[config.mk]
export PLATFORM = sky130hd
export DESIGN_NAME = cw_sequencer
export DESIGN_NICKNAME = d
export VERILOG_FILES = /design/src/rtl/cw_sequencer.sv
export SDC_FILE = /design/constraint.sdc
export NUM_CORES = 1
export LEC_CHECK = 0
export CORE_UTILIZATION = 50
export DETAILED_ROUTE_END_ITERATION = 10
export PLACE_DENSITY = 0.84
export SETUP_SLACK_MARGIN = 0.2
export SYNTH_ARGS = -nofsm -noshare
export SYNTH_HDL_FRONTEND = slang
export SYNTH_SLANG_ARGS = --single-unit
[constraint.sdc]
create_clock -name clock -period 4.25 [get_ports clock]
set_input_delay 1.0625 -clock clock [delete_from_list [all_inputs] [get_ports clock]]
set_output_delay 1.0625 -clock clock [all_outputs]
set_load 0.05 [all_outputs]
[src/rtl/cw_sequencer.sv]
// cw_sequencer
//   Control-word sequencer for datapath_memory bring-up. The host preloads
//   a circular FIFO of control words. The sequencer then issues them one per
//   clock while running, or one per step press while idle. Between issues it
//   drives the all-zero NOP word. While a word is on the bus, the sequencer
//   records the datapath status. It can optionally stop on the unregistered
//   zero flag.
//
//   Ports
//     clock, reset   single clock, synchronous active-high reset
//     cw_in          control word to enqueue
//     cw_in_valid    enqueue request
//     cw_in_ready    FIFO not full (combinational)
//     run            level: free-run issue when high
//     step           single-step request; its rising edge issues while idle
//     halt_on_z      enter HALT when status[0] is set during an issued word
//     flush          empty the FIFO and return to IDLE
//     status         {V,C,N,Z,Znot_registered} from the datapath
//     ControlWord    registered word to the datapath, 0 = NOP
//     cw_active      high while ControlWord holds an issued word
//     state          IDLE=0, RUN=1, HALT=2
//     fifo_level     entries held, 0..DEPTH
//     issue_count    words issued since reset/flush (wraps)
//     last_status    status seen in the last cycle with cw_active=1
module cw_sequencer #(
  parameter int CW_WIDTH = 37,
  parameter int DEPTH    = 8,
  parameter int LVL_W    = 4
) (
  input  logic                clock,
  input  logic                reset,
  input  logic [CW_WIDTH-1:0] cw_in,
  input  logic                cw_in_valid,
  output logic                cw_in_ready,
  input  logic                run,
  input  logic                step,
  input  logic                halt_on_z,
  input  logic                flush,
  input  logic [4:0]          status,
  output logic [CW_WIDTH-1:0] ControlWord,
  output logic                cw_active,
  output logic [1:0]          state,
  output logic [LVL_W-1:0]    fifo_level,
  output logic [15:0]         issue_count,
  output logic [4:0]          last_status
);

  localparam int PTR_W = (DEPTH > 1) ? $clog2(DEPTH) : 1;

  typedef enum logic [1:0] {
    S_IDLE = 2'd0,
    S_RUN  = 2'd1,
    S_HALT = 2'd2
  } state_t;

  state_t              state_q, state_d;
  logic [CW_WIDTH-1:0] cw_q, cw_d;
  logic                cw_active_q, cw_active_d;
  logic [LVL_W-1:0]    level_q, level_d;
  logic [15:0]         issue_count_q, issue_count_d;
  logic [4:0]          last_status_q, last_status_d;
  logic                step_q, step_d;
  logic [PTR_W-1:0]    wr_ptr_q, wr_ptr_d;
  logic [PTR_W-1:0]    rd_ptr_q, rd_ptr_d;

  // The head entry must be available in the same cycle as the pop decision.
  // For that reason the storage is read asynchronously. It is small enough
  // to sit in distributed RAM.
  logic [CW_WIDTH-1:0] mem_q [DEPTH];
  logic [CW_WIDTH-1:0] head;

  logic full, empty, step_pulse, halt_hit, issue_ok, push, pop;

  assign head       = mem_q[rd_ptr_q];
  assign full       = (level_q == LVL_W'(DEPTH));
  assign empty      = (level_q == '0);
  assign step_pulse = step & ~step_q;
  // Uses the live zero flag of the word currently driven, so the next word
  // is held back at this edge.
  assign halt_hit   = halt_on_z & cw_active_q & status[0];
  assign issue_ok   = ~empty & ~halt_hit &
                      (((state_q == S_RUN) & run) |
                       ((state_q == S_IDLE) & ~run & step_pulse));
  // Flush drops both an enqueue and an issue in its cycle.
  // A push into a full FIFO is refused even if a pop frees a slot at the same edge.
  assign push       = cw_in_valid & ~full & ~flush;
  assign pop        = issue_ok & ~flush;

  always_comb begin
    state_d       = state_q;
    cw_d          = '0;
    cw_active_d   = 1'b0;
    level_d       = level_q;
    issue_count_d = issue_count_q;
    last_status_d = last_status_q;
    step_d        = step;
    wr_ptr_d      = wr_ptr_q;
    rd_ptr_d      = rd_ptr_q;

    case (state_q)
      S_IDLE:  if (run) state_d = S_RUN;
      S_RUN: begin
        if (halt_hit)  state_d = S_HALT;
        else if (!run) state_d = S_IDLE;
      end
      S_HALT:  if (!run) state_d = S_IDLE;
      default: state_d = S_IDLE;
    endcase

    if (cw_active_q) last_status_d = status;

    if (push) wr_ptr_d = wr_ptr_q + PTR_W'(1);
    if (pop) begin
      rd_ptr_d      = rd_ptr_q + PTR_W'(1);
      cw_d          = head;
      cw_active_d   = 1'b1;
      issue_count_d = issue_count_q + 16'd1;
    end
    if (push && !pop)      level_d = level_q + LVL_W'(1);
    else if (pop && !push) level_d = level_q - LVL_W'(1);

    if (flush) begin
      state_d       = S_IDLE;
      level_d       = '0;
      wr_ptr_d      = '0;
      rd_ptr_d      = '0;
      issue_count_d = '0;
    end
  end

  always_ff @(posedge clock) begin
    if (reset) begin
      state_q       <= S_IDLE;
      cw_q          <= '0;
      cw_active_q   <= 1'b0;
      level_q       <= '0;
      issue_count_q <= '0;
      last_status_q <= '0;
      step_q        <= 1'b0;
      wr_ptr_q      <= '0;
      rd_ptr_q      <= '0;
    end else begin
      state_q       <= state_d;
      cw_q          <= cw_d;
      cw_active_q   <= cw_active_d;
      level_q       <= level_d;
      issue_count_q <= issue_count_d;
      last_status_q <= last_status_d;
      step_q        <= step_d;
      wr_ptr_q      <= wr_ptr_d;
      rd_ptr_q      <= rd_ptr_d;
    end
  end

  // Storage needs no reset: the pointers and level define which entries are valid.
  always_ff @(posedge clock) begin
    if (push) mem_q[wr_ptr_q] <= cw_in;
  end

  assign cw_in_ready = ~full;
  assign ControlWord = cw_q;
  assign cw_active   = cw_active_q;
  assign state       = state_q;
  assign fifo_level  = level_q;
  assign issue_count = issue_count_q;
  assign last_status = last_status_q;

endmodule
Word-level counts from Yosys, hierarchy flattened --
Memories as Yosys holds them, arrays and structs flattened. A register that Yosys moved wholly into a read port is not among the register bits. Cells that the tools add are included.
Word-level totals: register bits 35, latch bits 0, memory bits (writable) 296, bits in read-only memories 0, bits of input ports 49, logic and storage cells 55, memories 1
Cells by class: $add $sub $neg 5, multiply operators 0, div/mod/pow operators 0, magnitude comparators 0, equality and inequality tests 4, shift operators 0, mux-type cells 9, bitwise logic cells 19, reduce and logical (&&, ||, !) cells 9
Memory list:
- mem_q | words 8, width 37, rd ports 1, clocked after memory_dff 1, wr ports 1, line 69 | logic [CW_WIDTH-1:0] mem_q [DEPTH];
Operator list (number):
- $add A16 B1 Y16 const B | 1
- $and A1 B1 Y1 | 11
- $mux W4 | 2
- $not A1 Y1 | 7
- $add A3 B1 Y3 const B | 2
- $mux W2 | 3
- $pmux W2 S3 | 1
- $add A4 B1 Y4 const B | 1
- $eq A4 B4 Y1 const B | 1
- $logic_not A4 Y1 | 1
- $reduce_or A2 Y1 | 2
- $sub A4 B1 Y4 const B | 1
- $mux W1 | 3
- $eq A2 B1 Y1 const B | 1
- $eq A2 B2 Y1 const B | 1
- $logic_and A1 B1 Y1 | 2
- $logic_not A1 Y1 | 2
- $logic_not A2 Y1 | 1
- $ne A2 B2 Y1 const B | 1
- $reduce_bool A2 Y1 | 1
- $or A1 B1 Y1 | 1

Depth between registers and ports, before layout --
Gate-level depths: netlist of run 1.
depth after elaboration 9, mapped depth 13, gate-level depth less buffers 10

Least setup slack after synthesis of run 1 --
No wires, ideal clock.
kind register to register, from reg level_q[0], in the netlist fifo_level[0], to mem mem_q[0][0], enable pin, setup time 0.477 ns, arrival 4.640 ns, data required time 3.773 ns, setup slack -0.868 ns, stages on the path, launching flop included 6, path buffers 1, clock period less this slack 5.118 ns, cells stage by stage dfxtp_1 or4b_2 clkbuf_1 nand2_1 or3_1 nor3_1
Between the ends: word-level cells in the longest chain between the ends 6
RTL lines:
- from (decl) | line 59 | logic [LVL_W-1:0] level_q, level_d;
- from (signal assigned) | line 146 | level_q <= level_d;
- $eq A4 B4 Y1 | line 75 | assign full = (level_q == LVL_W'(DEPTH));
- $not A1 Y1
- net cw_in_ready | line 34 | output logic cw_in_ready,
- $and A1 B1 Y1 (2 in series) | line 86 | assign push = cw_in_valid & ~full & ~flush;
- $mux W1 | line 157 | if (push) mem_q[wr_ptr_q] <= cw_in;
- $mux W1 (not written as such) | line 157
- to (decl) | line 69
The timed path passes the listed nets, and every way through them passes these cells.

Worst setup path in the final report of run 1 --
from reg level_q[0], in the netlist fifo_level[0], to out cw_in_ready
Between the ends: word-level cells in the longest chain between the ends 2
RTL lines:
- $eq A4 B4 Y1 | line 75
- $not A1 Y1 | line 160 | assign cw_in_ready = ~full;
- to (decl) | line 34
No other way between the ends.

==> flow_summary_export.csv, run 1 <==
group,metric,value,unit
global_route,use_met2,31.9,%
synth,async_flop_share,0,%
clock_tree,htreeDepth,2,
flow_run,drv_cap,0,
route,vias,6797,
timing,fmax,288,MHz
timing,skew,25.9,ps
route,wire_per_inst,21.4,um
global_route,grt_use_met3,3.94,%
timing,fin_crit,3480,ps
worst_setup_path,cp_cell_sequence,"or4b_2 -> clkdlybuf4s50_1",
min_path,hold_class,"reg2reg",
clock_tree,cts_hold_buf,0,
worst_setup_path,end_kind,"output port",
cells_and_area,nFillCells,1808,
timing,finalHoldViolations,0,
worst_setup_path,required,3190,ps
synth,yosysSeqAreaShare,76.0,%
clock_tree,cts-root-buf,"clkbuf_16",
run_status,outcome,"complete, no violations",
synth,synth_edf_count,296,
pwr,ir_worst_vdd,265,uV
placed_design,portBuffers,114,
min_path,whs_endpoint,"issue_count[15]$_SDFFE_PP0P_",
synth,synth-adder-area-share,0.699,%
synth,synth-compound-area-share,1.75,%
synth,ys_seq_elements,368,
worst_setup_path,crit_slowest_cell,"or4b_2",
synth,synth_flop_cell,"edfxtp_1",
placed_design,gp_congestion,0.777,
global_route,grt_antenna_before_repair,1,
worst_setup_path,r2r_start,"fifo_level[0]$_SDFFE_PP0P_",
synth,synth_area,0.0136,sq mm
route,drt_pass1_iterations,7,
die,die_area,0.0279,sq mm
global_route,grt_use_total,18.8,%
global_route,top_usage_layer,"met2",
die,die_h,167,um
cells_and_area,register_area,0.0103,sq mm
synth,syn-num-nets,757,
die,initial_core_util,50.7,%
die,num_rows,60,
global_route,grt_overflow_total,0,
timing,tightest_slew,1120,ps
timing,rsz0062_at_grt,"no",
cells_and_area,stdcell_count,1204,
clock_tree,cts_resized,0,
pwr,p_total,7.24,mW
worst_setup_path,crit_path_max_fanout,6,
placed_design,placed_cells,1134,
route,drt-vias-per-instance,5.65,
global_route,grt_pass1_vias,6864,
synth,syn_inst,701,
clock_tree,clk_pin_slew_worst_paths,60,ps
worst_setup_path,critPathMaxStageDelay,790,ps
worst_setup_path,crit_family,"simple AND/OR/NAND/NOR gates",
clock_tree,post-cts-setup-buffers,0,
global_route,grt_first_pass_wirelength,39.0,mm
timing,maxSlewViolCount,0,
route,drt_first_iter_violations,590,
placed_design,place_area,0.0153,sq mm
placed_design,dp_hpwl,13.5,mm
cells_and_area,stdcell_area,0.0165,sq mm
synth,syn_area_per_cell,19.4,sq um
die,die_x,167,um
clock_tree,cts_tree,"done",
worst_setup_path,ff2ff_path_depth,10,
min_path,whs_path_depth,2,
die,coreArea,0.0268,sq mm
clock_tree,cts_buffers,38,
worst_setup_path,reg2reg_to,"fifo_level[3]$_SDFFE_PP0P_",
synth,synth_cell_type_count,38,
worst_setup_path,path_buf_inv,1,
synth,synth_xor_area_share,0.386,%
synth,ys_warn_count,0,
cells_and_area,area_growth,21.1,%
global_route,met1_usage,24.3,%
timing,setup_tns,0,ps
die,ios,115,
synth,synth-simple-area-share,4.48,%
route,totalWireLength,25.7,mm
worst_setup_path,startpoint_type,"flip-flop",
worst_setup_path,r2r_setup_slack,1430,ps
min_path,hold_start,"issue_count[15]$_SDFFE_PP0P_",
timing,relSlewSlack,25.1,%
route,drtAntennaViolNets,0,
clock_tree,insertion_delay,520,ps
clock_tree,cts_sinks,368,
timing,finalCritPeriodShare,81.8,%
worst_setup_path,path_class,"reg2out",
cells_and_area,multiInputGateArea,0.00318,sq mm
cells_and_area,drive_gt1_share,18.1,%
cells_and_area,layout.nets,889,
timing,setup_viol,0,
synth,synthMuxAreaShare,15.6,%
synth,synth_top_family_by_area,"multiplexers",
worst_setup_path,cp.arrival,2410,ps
route,drc,0,
pwr,powerDensity,440,mW/mm^2
timing,worst_slack,773,ps
placed_design,pre_cts_ws,307,ps
clock_tree,clk_path_buf_depth,3,
global_route,grt_max_degree,77,
pwr,cellLeakagePower,5.08,nW
[worst max-delay path by stage]
stage,endpoint,from,depth (start not counted)
after detailed placement,fifo_level[3]$_SDFFE_PP0P_,run,11
after CTS,cw_in_ready,fifo_level[0]$_SDFFE_PP0P_,2
final,cw_in_ready,fifo_level[0]$_SDFFE_PP0P_,2
after floorplan,mem_q[2][0]$_DFFE_PP_,fifo_level[0]$_SDFFE_PP0P_,5
after global placement,fifo_level[3]$_SDFFE_PP0P_,run,11
after global routing,fifo_level[3]$_SDFFE_PP0P_,run,11
[power breakdown]
group / switching (mW) / leakage (nW) / internal, mW / total [mW]
clock network: 1.27 / 0.569 / 1.82 / 3.09
registers: 0.0151 / 3.26 / 3.92 / 3.94
logic: 0.121 / 1.25 / 0.0983 / 0.219
[logic make-up after synthesis]
family          after synthesis
xor+xnor                      6
simple gates                123
compound gates               38
buf+inv                      40
mux                         119
flops                       368
fa+ha+maj                     7
[synthesized netlist by cell type (all sizes together), types with 2 or more instances]
master / n / area (sq um)
and3: 2 / 12.5
ha: 6 / 75.1
xnor2: 3 / 26.3
nand4: 2 / 12.5
edfxtp: 296 / 8890
or4: 8 / 60.1
or3: 9 / 56.3
or4b: 2 / 23.8
o21ai: 7 / 35.0
inv: 5 / 18.8
dfxtp: 72 / 1440
nor2: 61 / 229
xor2: 3 / 26.3
nand3: 8 / 40.0
and4: 3 / 26.3
o31ai: 8 / 60.1
nand2: 14 / 52.6
mux2i: 45 / 450
buf: 13 / 56.3
nand2b: 3 / 18.8
a21oi: 20 / 100
mux4: 74 / 1670
clkbuf: 22 / 82.6
or2: 2 / 12.5
nand4b: 2 / 17.5
nor3: 2 / 10.0
[sequential cells by signal, summed over array words and instances (netlist names)]
| register | flops |
|---|---|
| ControlWord | 37 |
| cw_active | 1 |
| fifo_level | 4 |
| issue_count | 16 |
| last_status | 5 |
| mem_q | 296 |
| rd_ptr_q | 3 |
| state | 2 |
| step_q | 1 |
| wr_ptr_q | 3 |
[per-layer routing]
layer	vias up	routed length, um
met2	151	12900
met3	34	1290
met5	-	0
met1	3556	11000
met4	0	480
li1	3056	-
[through the flow]
stage / hold WS [ps] / utilization (%)
2_1_floorplan: 514 / -
3_3_place_gp: 466 / 57.1
3_5_place_dp: 480 / 57.1
4_1_cts: 488 / 61.4
5_1_grt: 519 / 61.4
6_report: 487 / 61.4
[cell usage in the layout (no fill, tap or decap), types with 9 or more instances in the layout]
cell type	netlist	layout
a21oi_1	20	20
clkbuf_1	22	17
clkbuf_16	0	39
clkdlybuf4s50_1	0	114
dfxtp_1	72	69
edfxtp_1	296	296
mux2i_1	45	45
mux4_2	74	74
nand2_1	14	14
nor2_1	61	55
or3_1	9	9
[layout make-up]
cell class | instances | share of cell area (%)
multi-input cells | 293 | 19.3
clock inverters | 6 | 0.213
flip-flops and latches | 368 | 62.8
inverters | 5 | 0.114
well taps | 341 | 2.59
diodes | 1 | 0.0152
clock buffers | 63 | 6.90
repair buffers | 127 | 8.06
[tightest hold or removal path, delay by kind of cell, from the launching register on]
family	cells	cell delay [ps]
AOI/OAI and AO/OA	2	120
DFF	1	320
Power figures use the tool's default switching activity.
==> run 2: changes to the inputs <==
--- a/config.mk
+++ b/config.mk
@@ -7,7 +7,7 @@
 export LEC_CHECK = 0
 export CORE_UTILIZATION = 50
 export DETAILED_ROUTE_END_ITERATION = 10
-export PLACE_DENSITY = 0.84
+export PLACE_DENSITY = 0.81
 export SETUP_SLACK_MARGIN = 0.2
 export SYNTH_ARGS = -nofsm -noshare
 export SYNTH_HDL_FRONTEND = slang
==> constraint.sdc (replaced) <==
create_clock -name clock -period 3.5 [get_ports clock]
set_input_delay 0.875 -clock clock [delete_from_list [all_inputs] [get_ports clock]]
set_output_delay 0.875 -clock clock [all_outputs]
set_load 0.05 [all_outputs]
==> flow_summary_export.csv, run 2 (synthesized netlist as in run 1, its figures left out) <==
group,metric,value,unit
worst_setup_path,crit_path_max_fanout,3,
worst_setup_path,path_buf_inv,3,
global_route,grt_max_degree,59,
worst_setup_path,cp_cell_sequence,"clkdlybuf4s50_1 -> or4b_4 -> a2111oi_4 -> inv_2 -> ha_4 -> inv_4 -> ha_1 -> a21o_1 -> a21oi_2 -> mux2i_1 -> mux2i_1",
global_route,top_usage_layer,"met2",
worst_setup_path,end_kind,"flip-flop",
worst_setup_path,critPathLaunch,"step",
route,drt-vias-per-instance,5.63,
die,die_x,167,um
route,drt_pass1_iterations,5,
die,initial_core_util,50.7,%
placed_design,placed_cells,1146,
clock_tree,cts-root-buf,"clkbuf_16",
timing,relSlewSlack,42.2,%
min_path,hold_start,"issue_count[15]$_SDFFE_PP0P_",
worst_setup_path,path_class,"in2reg",
clock_tree,cts_tree,"done",
route,drtAntennaViolNets,0,
clock_tree,htreeDepth,2,
cells_and_area,drive_gt1_share,20.2,%
pwr,ir_worst_vdd,301,uV
placed_design,portBuffers,114,
worst_setup_path,crit_family,"compound AO/OA/AOI/OAI gates",
placed_design,gp_congestion,0.800,
timing,finalHoldViolations,0,
cells_and_area,stdcell_count,1214,
cells_and_area,most-common-layout-cells,"296 x edfxtp_1, 113 x clkdlybuf4s50_1, 74 x mux4_2",
clock_tree,cts_buffers,37,
timing,tightest_slew,866,ps
global_route,grt_use_total,18.8,%
placed_design,pre_cts_ws,-134,ps
clock_tree,insertion_delay,520,ps
die,coreArea,0.0268,sq mm
timing,setup_tns,0,ps
clock_tree,clk_pin_slew_worst_paths,60,ps
worst_setup_path,startpoint_type,"input port",
placed_design,dp_hpwl,14.7,mm
timing,fin_crit,3090,ps
global_route,met1_usage,24.7,%
timing,fmax,323,MHz
die,ios,115,
worst_setup_path,required,3940,ps
cells_and_area,final_common_cell,"edfxtp_1",
timing,finalCritPeriodShare,88.4,%
cells_and_area,fin_util,61.7,%
cells_and_area,layout.nets,900,
timing,setup_viol,0,
clock_tree,clk_path_buf_depth,3,
worst_setup_path,r2r_start,"fifo_level[0]$_SDFFE_PP0P_",
die,num_rows,60,
global_route,grt_pass1_vias,6987,
global_route,use_met2,32.0,%
run_status,outcome,"complete, no violations",
route,vias,6837,
global_route,grt_overflow_total,0,
cells_and_area,register_area,0.0103,sq mm
clock_tree,cts_sinks,368,
worst_setup_path,cp.arrival,3530,ps
route,drt_first_iter_violations,590,
timing,worst_slack,406,ps
worst_setup_path,critPathMaxStageDelay,470,ps
timing,skew,16.9,ps
global_route,grt_first_pass_wirelength,39.7,mm
die,die_h,167,um
cells_and_area,regMostFlops,"mem_q",
flow_run,drv_cap,0,
pwr,powerDensity,525,mW/mm^2
die,die_area,0.0279,sq mm
timing,maxSlewViolCount,0,
global_route,grt_antenna_before_repair,2,
cells_and_area,largest_reg_flops,296,
route,totalWireLength,25.7,mm
min_path,hold_class,"reg2reg",
timing,rsz0062_at_grt,"no",
cells_and_area,multiInputGateArea,0.00320,sq mm
worst_setup_path,crit_slowest_cell,"clkdlybuf4s50_1",
route,drc,0,
route,wire_per_inst,21.2,um
worst_setup_path,cp_common_cell,"mux2i_1",
pwr,cellLeakagePower,5.15,nW
global_route,grt_use_met3,3.45,%
clock_tree,cts_hold_buf,0,
cells_and_area,area_growth,21.7,%
cells_and_area,nFillCells,1830,
[run 2: cell count changes in the layout (fill, tap and decap cells not counted), sizes merged]
cell | previous run | this run
clkinv | 4 | 20
inv | 6 | 7
buf | 13 | 25
bufinv | 0 | 1
dlygate4sd2 | 0 | 1
clkbuf | 63 | 44
clkdlybuf4s50 | 114 | 113
clkinvlp | 1 | 0
[run 2: power breakdown]
part           total (mW)  leakage [nW]  internal [mW]  switching (mW)
combinational       0.277          1.32          0.126           0.151
clock                3.64         0.564           2.07            1.57
sequential           4.78          3.26           4.76          0.0162
total                8.69          5.15           6.95            1.74
[run 2: timing repair]
| item | CTS | global route |
|---|---|---|
| resized for setup | 1 | 0 |
| endpoints found under the setup margin | 1 | 0 |
| setup buffers | 0 | 0 |
[run 2: path summary, 6_finish.rpt]
kind	end	slack, ps	cells past startpoint
worst min-delay path	issue_count[15]$_SDFFE_PP0P_	490	2
worst min register to register	issue_count[15]$_SDFFE_PP0P_	490	2
worst max register to register	fifo_level[3]$_SDFFE_PP0P_	780	10
worst max-delay path	fifo_level[3]$_SDFFE_PP0P_	410	11
[run 2: area by class of cell]
type,instances,area share [%]
Sequential cell,368,62.5
Multi-Input combinational cell,293,19.3
Timing Repair Buffer,139,8.70
Clock buffer,44,5.88
Tap cell,341,2.58
Clock inverter,23,0.892
Inverter,5,0.129
Antenna cell,1,0.0151
[run 2: worst reg2reg max path, stage by stage (launching register included)]
cell and delay [ps]:
dfxtp_1 380, or4b_2 790, nand2_1 180, nor2_1 100
ha_4 170, inv_4 50, ha_1 220, a21o_1 190
a21oi_2 130, mux2i_1 230, mux2i_1 210
[run 2: per-layer routing]
layer | share of wire [%] | up-vias
li1 | - | 3090
met1 | 43 | 3521
met4 | 2.1 | 2
met2 | 51 | 180
met3 | 4.4 | 44
met5 | 0.051 | -
[run 2: per-stage QoR]
stage	hold WS, ps	power [mW]	area [sq um]
6_report	493	8.69	16500
4_1_cts	492	8.76	16500
3_3_place_gp	459	5.14	15400
2_1_floorplan	514	5.00	13700
3_5_place_dp	483	5.15	15400
5_1_grt	509	8.95	16500
==> run 3: changes to the inputs <==
--- a/config.mk
+++ b/config.mk
@@ -5,6 +5,7 @@
 export SDC_FILE = /design/constraint.sdc
 export NUM_CORES = 1
 export LEC_CHECK = 0
+export CORE_ASPECT_RATIO = 1.25
 export CORE_UTILIZATION = 50
 export DETAILED_ROUTE_END_ITERATION = 10
 export PLACE_DENSITY = 0.81
==> flow_summary_export.csv, run 3 (synthesized netlist as in run 1, its figures left out) <==
group,metric,value,unit
pwr,combPwrFrac,3.1,%
run_status,outcome,"complete, no violations",
clock_tree,cts_sinks,368,
cells_and_area,register_area,0.0103,sq mm
timing,worst_slack,463,ps
die,num_rows,67,
placed_design,portBuffers,114,
timing,fmax,329,MHz
die,coreArea,0.0267,sq mm
global_route,grt_first_pass_wirelength,40.1,mm
clock_tree,cts_tree,"done",
worst_setup_path,startpoint_type,"input port",
min_path,hold_start,"last_status[0]$_SDFFE_PP0P_",
worst_setup_path,r2r_start,"fifo_level[0]$_SDFFE_PP0P_",
cells_and_area,drive_gt1_share,20.2,%
min_path,whs_endpoint,"last_status[0]$_SDFFE_PP0P_",
cells_and_area,largest_reg_flops,296,
die,die_area,0.0279,sq mm
die,ios,115,
global_route,grt_max_degree,49,
worst_setup_path,path_class,"in2reg",
cells_and_area,regMostFlops,"mem_q",
clock_tree,cts-root-buf,"clkbuf_16",
timing,whs,494,ps
clock_tree,cts_buffers,36,
route,drt_first_iter_violations,462,
pwr,cellLeakagePower,5.19,nW
timing,finalHoldViolations,0,
worst_setup_path,crit_path_max_fanout,2,
route,drc,0,
route,vias,6873,
flow_run,drv_cap,0,
pwr,p_sw,1.77,mW
cells_and_area,antenna_cells,0,
cells_and_area,final_common_cell,"edfxtp_1",
placed_design,pre_cts_ws,-66.4,ps
route,wire_per_inst,21.2,um
global_route,grt_antenna_before_repair,0,
cells_and_area,stdcell_count,1220,
route,drt-vias-per-instance,5.63,
timing,setup_viol,0,
cells_and_area,nFillCells,1845,
placed_design,dp_hpwl,14.6,mm
die,die_x,150,um
worst_setup_path,critPathLaunch,"step",
pwr,internal-power,7.14,mW
timing,rsz0062_at_grt,"no",
worst_setup_path,cp.arrival,3480,ps
global_route,grt_overflow_total,0,
route,totalWireLength,25.9,mm
timing,finalCritPeriodShare,86.8,%
global_route,grt_use_total,19.3,%
global_route,grt_pass1_vias,7156,
worst_setup_path,end_kind,"flip-flop",
timing,tightest_slew,701,ps
cells_and_area,area_growth,22.6,%
worst_setup_path,ff2ff_path_depth,10,
clock_tree,insertion_delay,530,ps
clock_tree,clk_path_buf_depth,3,
clock_tree,htreeDepth,2,
placed_design,gp_congestion,0.803,
worst_setup_path,reg2reg_to,"fifo_level[3]$_SDFFE_PP0P_",
route,drtAntennaViolNets,0,
worst_setup_path,required,3950,ps
route,drt_pass1_iterations,6,
pwr,ir_worst_vdd,399,uV
min_path,hold_class,"reg2reg",
timing,fin_crit,3040,ps
worst_setup_path,r2r_setup_slack,830,ps
pwr,p_total,8.90,mW
cells_and_area,multiInputGateArea,0.00320,sq mm
timing,skew,17.2,ps
clock_tree,clk_pin_slew_worst_paths,60,ps
timing,relSlewSlack,53.2,%
pwr,p_clk_share,43.2,%
clock_tree,post-cts-setup-buffers,0,
cells_and_area,layout.nets,903,
min_path,whs_path_depth,2,
die,die_h,186,um
pwr,powerDensity,534,mW/mm^2
pwr,swShare,19.8,%
timing,maxSlewViolCount,0,
die,initial_core_util,50.9,%
placed_design,placed_cells,1154,
cells_and_area,most-common-layout-cells,"296 x edfxtp_1, 113 x clkdlybuf4s50_1, 74 x mux4_2",
pwr,seqPwrFrac,53.7,%
-- run 3: cell count changes in the layout (fill, tap and decap cells not counted), moves of 3 or more --
cell	change
clkbuf_1	+4
clkinv_8	+3
clkinv_2	-6
bufinv_16	+3
-- run 3: cell type report --
type	instances	share of cell area, %
Clock buffer	46	5.69
Inverter	5	0.128
Clock inverter	20	1.45
Tap cell	345	2.59
Timing Repair Buffer	143	8.97
Sequential cell	368	62.0
Multi-Input combinational cell	293	19.2
-- run 3: repair_timing --
action / CTS / global route
hold buffers: 0 / 0
setup endpoints to repair: 1 / 0
hold endpoints to repair: 0 / 0
resized for setup: 1 / 0
-- run 3: power groups by stage --
stage	registers, mW	clock network, mW	logic [mW]
final	4.78	3.85	0.279
after global routing	4.78	4.09	0.302
after CTS	4.78	3.92	0.283
after detailed placement	4.87	0	0.281
after global placement	4.87	0	0.274
after floorplan	4.89	0	0.110
-- run 3: worst max-delay path, cell delays in order --
cell	delay (ps)
clkdlybuf4s50_1	470
or4b_4	470
a2111oi_4	400
inv_2	100
ha_4	180
inv_4	40
ha_1	210
a21o_1	180
a21oi_2	130
mux2i_1	230
mux2i_1	200
-- run 3: worst max-delay path by stage --
stage | end | slack [ps] | depth (start not counted)
6_report | fifo_level[3]$_SDFFE_PP0P_ | 460 | 11
5_1_grt | fifo_level[3]$_SDFFE_PP0P_ | 340 | 11
4_1_cts | fifo_level[3]$_SDFFE_PP0P_ | 460 | 11
3_5_place_dp | fifo_level[3]$_SDFFE_PP0P_ | -70 | 11
3_3_place_gp | fifo_level[3]$_SDFFE_PP0P_ | 5 | 11
2_1_floorplan | mem_q[3][0]$_DFFE_PP_ | -100 | 4
-- run 3: per-layer routing --
metal | vias to the layer above | wire, um | GRT usage, %
li1 | 3101 | - | -
met1 | 3495 | 10400 | 24.7
met2 | 229 | 13300 | 33.0
met3 | 48 | 1500 | 3.18
met4 | 0 | 656 | 6.87
met5 | - | 0 | 0
-- run 3: stage by stage --
stage	util (%)	cell area [sq um]	TNS, ps
3_5_place_dp	57.9	15500	-86.7
6_report	62.3	16700	0
4_1_cts	62.3	16700	0
5_1_grt	62.3	16700	0
2_1_floorplan	-	13700	-7660
3_3_place_gp	57.9	15500	0
